$ cat config.mk
export PLATFORM = sky130hd
export DESIGN_NAME = digit_scan_ctrl_flat
export DESIGN_NICKNAME = d
export VERILOG_FILES = /design/src/rtl/digit_scan_ctrl_pkg.sv /design/src/rtl/digit_scan_ctrl_if.sv /design/src/rtl/digit_scan_ctrl_prescaler.sv /design/src/rtl/digit_scan_ctrl.sv /design/src/flat_wrapper.sv
export SDC_FILE = /design/constraint.sdc
export NUM_CORES = 1
export LEC_CHECK = 0
export ABC_AREA = 1
export CAP_MARGIN = 20
export CORE_MARGIN = 8
export CORE_UTILIZATION = 31
export DETAILED_ROUTE_END_ITERATION = 8
export DONT_BUFFER_PORTS = 1
export GPL_TIMING_DRIVEN = 0
export HOLD_SLACK_MARGIN = 0.06
export PLACE_DENSITY_LB_ADDON = 0.08
export SKIP_CTS_REPAIR_TIMING = 1
export SLEW_MARGIN = 0
export SYNTH_ARGS = -nofsm -noshare
export SYNTH_HDL_FRONTEND = slang
export SYNTH_SLANG_ARGS = --single-unit
$ cat constraint.sdc
create_clock -name clk -period 5.3 [get_ports clk]
set_input_delay 1.06 -clock clk [delete_from_list [all_inputs] [get_ports clk]]
set_output_delay 1.06 -clock clk [all_outputs]
set_load 0.05 [all_outputs]
$ cat src/rtl/digit_scan_ctrl_pkg.sv
// Shared widths and state encoding for the display scan controller.
package scan_pkg;
  localparam int SEL_W      = 3;
  localparam int NIBBLE_W   = 4;
  localparam int BANK_DEPTH = 8;

  typedef enum logic {S_IDLE, S_SCAN} state_t;
endpackage

$ cat src/rtl/digit_scan_ctrl_if.sv
// Host write/commit port of the scan controller.
interface digit_scan_ctrl_if;
  import scan_pkg::*;

  logic                wr_valid;
  logic                wr_ready;
  logic [SEL_W-1:0]    wr_addr;
  logic [NIBBLE_W-1:0] wr_data;
  logic                commit;

  modport master (output wr_valid, wr_addr, wr_data, commit, input wr_ready);
  modport slave  (input wr_valid, wr_addr, wr_data, commit, output wr_ready);
endinterface

$ cat src/rtl/digit_scan_ctrl_prescaler.sv
// Slot prescaler: counts 0..CLK_DIV-1, flags terminal count and whether the
// next cycle lies past the anti-ghosting blank window.
module scan_prescaler #(
  parameter int CLK_DIV      = 1000,
  parameter int BLANK_CYCLES = 2
) (
  input  logic clk,
  input  logic rst,
  input  logic clear,
  output logic tc,
  output logic en_next
);
  localparam int CNT_W = $clog2(CLK_DIV);

  logic [CNT_W-1:0] cnt;
  logic [CNT_W-1:0] cnt_next;

  assign tc       = (cnt == CNT_W'(CLK_DIV - 1));
  assign cnt_next = (clear || tc) ? '0 : cnt + CNT_W'(1);
  // Looking one cycle ahead lets the registered sel_en line up with the count.
  assign en_next  = (int'(cnt_next) >= BLANK_CYCLES);

  always_ff @(posedge clk) begin
    if (rst) cnt <= '0;
    else     cnt <= cnt_next;
  end
endmodule

$ cat src/rtl/digit_scan_ctrl.sv
// 8-digit multiplexed display scan driver with shadow/display banks and
// tear-free frame-boundary commit.
module digit_scan_ctrl
  import scan_pkg::*;
#(
  parameter int CLK_DIV      = 1000,
  parameter int BLANK_CYCLES = 2,
  parameter int NUM_DIGITS   = 8
) (
  input  logic                clk,
  input  logic                rst,
  input  logic                run,
  digit_scan_ctrl_if.slave    host,
  output logic [SEL_W-1:0]    sel,
  output logic                sel_en,
  output logic [NIBBLE_W-1:0] digit_val,
  output logic                frame_tick
);
  state_t                                 state;
  logic [BANK_DEPTH-1:0][NIBBLE_W-1:0]    shadow;
  logic [BANK_DEPTH-1:0][NIBBLE_W-1:0]    disp;
  logic [BANK_DEPTH-1:0][NIBBLE_W-1:0]    disp_next;
  logic                                   commit_pend;
  logic                                   scanning;
  logic                                   tc;
  logic                                   en_next;
  logic                                   last_sel;
  logic                                   boundary;
  logic                                   copy;
  logic                                   wr_fire;
  logic                                   cm_fire;
  logic [SEL_W-1:0]                       sel_next;

  assign scanning = (state == S_SCAN) && run;

  scan_prescaler #(
    .CLK_DIV      (CLK_DIV),
    .BLANK_CYCLES (BLANK_CYCLES)
  ) u_prescaler (
    .clk     (clk),
    .rst     (rst),
    .clear   (!scanning),
    .tc      (tc),
    .en_next (en_next)
  );

  assign last_sel = (sel == SEL_W'(NUM_DIGITS - 1));
  assign boundary = scanning && tc && last_sel;
  // In IDLE there is no frame to tear, so a pending commit lands immediately.
  assign copy     = commit_pend && (boundary || (state == S_IDLE));
  assign wr_fire  = host.wr_valid && !commit_pend && (int'(host.wr_addr) < NUM_DIGITS);
  assign cm_fire  = host.commit && !commit_pend;

  assign host.wr_ready = !commit_pend;

  always_comb begin
    sel_next  = '0;
    disp_next = copy ? shadow : disp;
    if (scanning) begin
      if (tc) sel_next = last_sel ? '0 : sel + SEL_W'(1);
      else    sel_next = sel;
    end
  end

  always_ff @(posedge clk) begin
    if (rst) begin
      state       <= S_IDLE;
      sel         <= '0;
      sel_en      <= 1'b0;
      digit_val   <= '0;
      frame_tick  <= 1'b0;
      shadow      <= '0;
      disp        <= '0;
      commit_pend <= 1'b0;
    end else begin
      state      <= run ? S_SCAN : S_IDLE;
      sel        <= sel_next;
      sel_en     <= run && en_next;
      frame_tick <= boundary;
      // Read through disp_next so the frame_tick slot already shows committed data.
      digit_val  <= disp_next[sel_next];
      disp       <= disp_next;
      if (wr_fire) shadow[host.wr_addr] <= host.wr_data;
      if (copy)         commit_pend <= 1'b0;
      else if (cm_fire) commit_pend <= 1'b1;
    end
  end
endmodule
$ cat src/flat_wrapper.sv
// flat-port wrapper written by rule: the top's interface ports become plain ports
module digit_scan_ctrl_flat import scan_pkg::*;
#(
  parameter int CLK_DIV      = 1000,
  parameter int BLANK_CYCLES = 2,
  parameter int NUM_DIGITS   = 8
)
  (clk, rst, run, sel, sel_en, digit_val, frame_tick, host_wr_valid, host_wr_addr, host_wr_data, host_commit, host_wr_ready);
  digit_scan_ctrl_if host_i ();
  input  logic clk;
  input  logic rst;
  input  logic run;
  output logic [SEL_W-1:0] sel;
  output logic sel_en;
  output logic [NIBBLE_W-1:0] digit_val;
  output logic frame_tick;
  input wire logic [$bits(host_i.wr_valid)-1:0] host_wr_valid;
  input wire logic [$bits(host_i.wr_addr)-1:0] host_wr_addr;
  input wire logic [$bits(host_i.wr_data)-1:0] host_wr_data;
  input wire logic [$bits(host_i.commit)-1:0] host_commit;
  output wire logic [$bits(host_i.wr_ready)-1:0] host_wr_ready;
  assign host_i.wr_valid = host_wr_valid;
  assign host_i.wr_addr = host_wr_addr;
  assign host_i.wr_data = host_wr_data;
  assign host_i.commit = host_commit;
  assign host_wr_ready = host_i.wr_ready;
  digit_scan_ctrl #(.CLK_DIV(CLK_DIV), .BLANK_CYCLES(BLANK_CYCLES), .NUM_DIGITS(NUM_DIGITS)) u_core (.clk(clk), .rst(rst), .run(run), .host(host_i), .sel(sel), .sel_en(sel_en), .digit_val(digit_val), .frame_tick(frame_tick));
endmodule
==> impl_metrics.toml <==
[setup_path]
endpoint_kind = "output pin"
crit_arrival_ns = 1.43
start_kind = "register"
critical_path_class = "reg2out"
crit_required_ns = 4.24
cp_max_fo = 9

[placed_design]
place_hpwl_mm = 7.67
pre_cts_ws_ns = 2.66
io_buffers = 0
place.gp.congestion = 0.796
dp_cells = 643

[power_and_ir_drop]
p_total_w = 0.00129
powerDensity_nw_per_um2 = 312
power.leakage_nw = 1.74
ir_drop_uv = 123

[route]
drt-initial-drc-count = 226
wl_mm = 10.4
routed-via-count = 3180
wl_per_cell_um = 15.9
ant_nets = 0
via_per_inst = 4.86
drcViolationCount = 0
drt-pass1-iter-count = 4

[grt]
grt_usage_pct = 13.7
grt_max_degree = 12
grt_overflow = 0
grt_pass1_wl_mm = 16.8
antenna_found_initial = 0
grt_pass1_vias = 3106

[timing]
relSlewSlack_pct = 59.7
hold_violations = 0
fin_ws_ns = 2.81
tightest_slew_ns = 0.604
rsz0062_at_grt = "false"
skew_ns = 0.00464
fmax_mhz = 401
tns_ns = 0
finalCriticalPeriod_ns = 2.49
period_share_pct = 47.0
slew_viol_final = 0
finalSetupViolCount = 0

[floorplanning]
core-area_sq_um = 11800
dieArea_sq_um = 15700
io-pin-count = 22
num_rows = 40
start_util_pct = 31.3
die_h_um = 125
die_x_um = 125

[run_status]
status = "complete, no violations"

[final_layout]
drive_gt1_share_pct = 9.07
areaGrowthSynthToFinish_pct = 11.5
fin_nets = 522
fin_cells = 654
antenna_cells = 0

[clocking]
clockRootBuffer = "clkbuf_16"
htreeDepth = 3
clock_path_buffers = 2
clkTransAtPathRegs_ns = 0.06
clk-insertion-delay-late_ns = 0.34
cts_tree = "done"
cts_buffers = 9
clock_sinks = 85

[min_path]
hp-class = "reg2reg"

[synth]
yosys-top-cells-count = "95 x nor2_1, 85 x dfxtp_1, 79 x nand3_1"
syn_avg_cell_area_sq_um = 7.46
yosys.area.top_type = "dfxtp_1"
synth_area_leaders = "dfxtp_1 46%, nand3_1 11%, nor2_1 9.6%"
synth_cells = 496
synth-seq-area-share_pct = 46.0
async_flop_share_pct = 0
syn_area_sq_um = 3700
synth_ff_type = "dfxtp_1"
synth-seq-cells = 85
synth_cell_types = 33
yosys_warnings = 0
synthesis.nets = 511
synth_most_common_cell = "nor2_1"
synth_top_area_share_pct = 46.0
synth_edf_count = 0

[flow_run]
drv_cap = 0
## layout make-up
cell class / count / area, sq um
fillers: 1287 / 7690
multi-input cells: 352 / 1750
inverters: 35 / 134
flip-flops and latches: 85 / 1700
clock buffers: 11 / 243
well taps: 147 / 184
plain buffers: 24 / 116
## cells by family after synthesis
group | after synthesis | share of synthesized area [%]
flip-flops | 85 | 46.0
AO/OA/AOI/OAI | 72 | 10.1
AND/OR/NAND/NOR | 273 | 35.1
buffers and inverters | 59 | 6.77
adder cells (fa/ha/maj) | 3 | 1.01
XOR/XNOR | 4 | 0.947
## routing by layer
layer / routed length (um) / share of wire, % / vias to the layer above / track usage (%)
li1: - / - / 1649 / -
met1: 5290 / 51 / 1458 / 18.3
met2: 4480 / 43 / 61 / 21.2
met3: 456 / 4.4 / 12 / 2.89
met4: 144 / 1.4 / 0 / 5.16
met5: 0 / 0 / - / 0
## sequential cells by signal, indices dropped and copies added (netlist names)
register and count:
u_core.commit_pend 1, u_core.digit_val 4, u_core.disp 32, u_core.frame_tick 1
u_core.sel 3, u_core.sel_en 1, u_core.shadow 32, u_core.state 1
u_core.u_prescaler.cnt 10
## where the power goes
| part | switching, W | internal, W | leakage, nW | total, W |
|---|---|---|---|---|
| Combinational | 0.0000557 | 0.0000168 | 0.937 | 0.0000725 |
| Clock | 0.000239 | 0.000317 | 0.119 | 0.000557 |
| Sequential | 0.00000751 | 0.000650 | 0.687 | 0.000658 |
| Total | 0.000303 | 0.000985 | 1.74 | 0.00129 |
## cell usage in the layout (no fill, tap or decap), types with 6 or more instances in the layout
master     instances
a21oi_1           33
buf_1              6
clkbuf_1          11
clkbuf_16          9
dfxtp_1           85
inv_1             31
nand2_1           66
nand3_1           79
nand3_2            9
nor2_1            95
o21ai_0           33
## critical path, cell delays in order, from the launching register on
cell	delay, ns
dfxtp_1	0.30
clkbuf_1	0.40
inv_1	0.39
## stage by stage
step / utilization [%] / hold WS (ns) / area (sq um)
2_1_floorplan: - / 0.446 / 3700
3_3_place_gp: 32.9 / 0.456 / 3880
3_5_place_dp: 32.9 / 0.463 / 3880
4_1_cts: 34.9 / 0.471 / 4130
5_1_grt: 34.9 / 0.493 / 4130
6_report: 34.9 / 0.470 / 4130
## path summary, 6_finish.rpt
check | depth (start not counted) | start | end | slack [ns]
max | 2 | u_core.commit_pend$_SDFFE_PP0P_ | host_wr_ready | 2.81
max reg2reg | 12 | u_core.sel[0]$_SDFF_PP0_ | u_core.digit_val[0]$_SDFF_PP0_ | 2.87
min reg2reg | 2 | u_core.disp[12]$_SDFF_PP0_ | u_core.disp[12]$_SDFF_PP0_ | 0.47
min | 2 | u_core.disp[12]$_SDFF_PP0_ | u_core.disp[12]$_SDFF_PP0_ | 0.47
(Power assumes the default switching activity.)
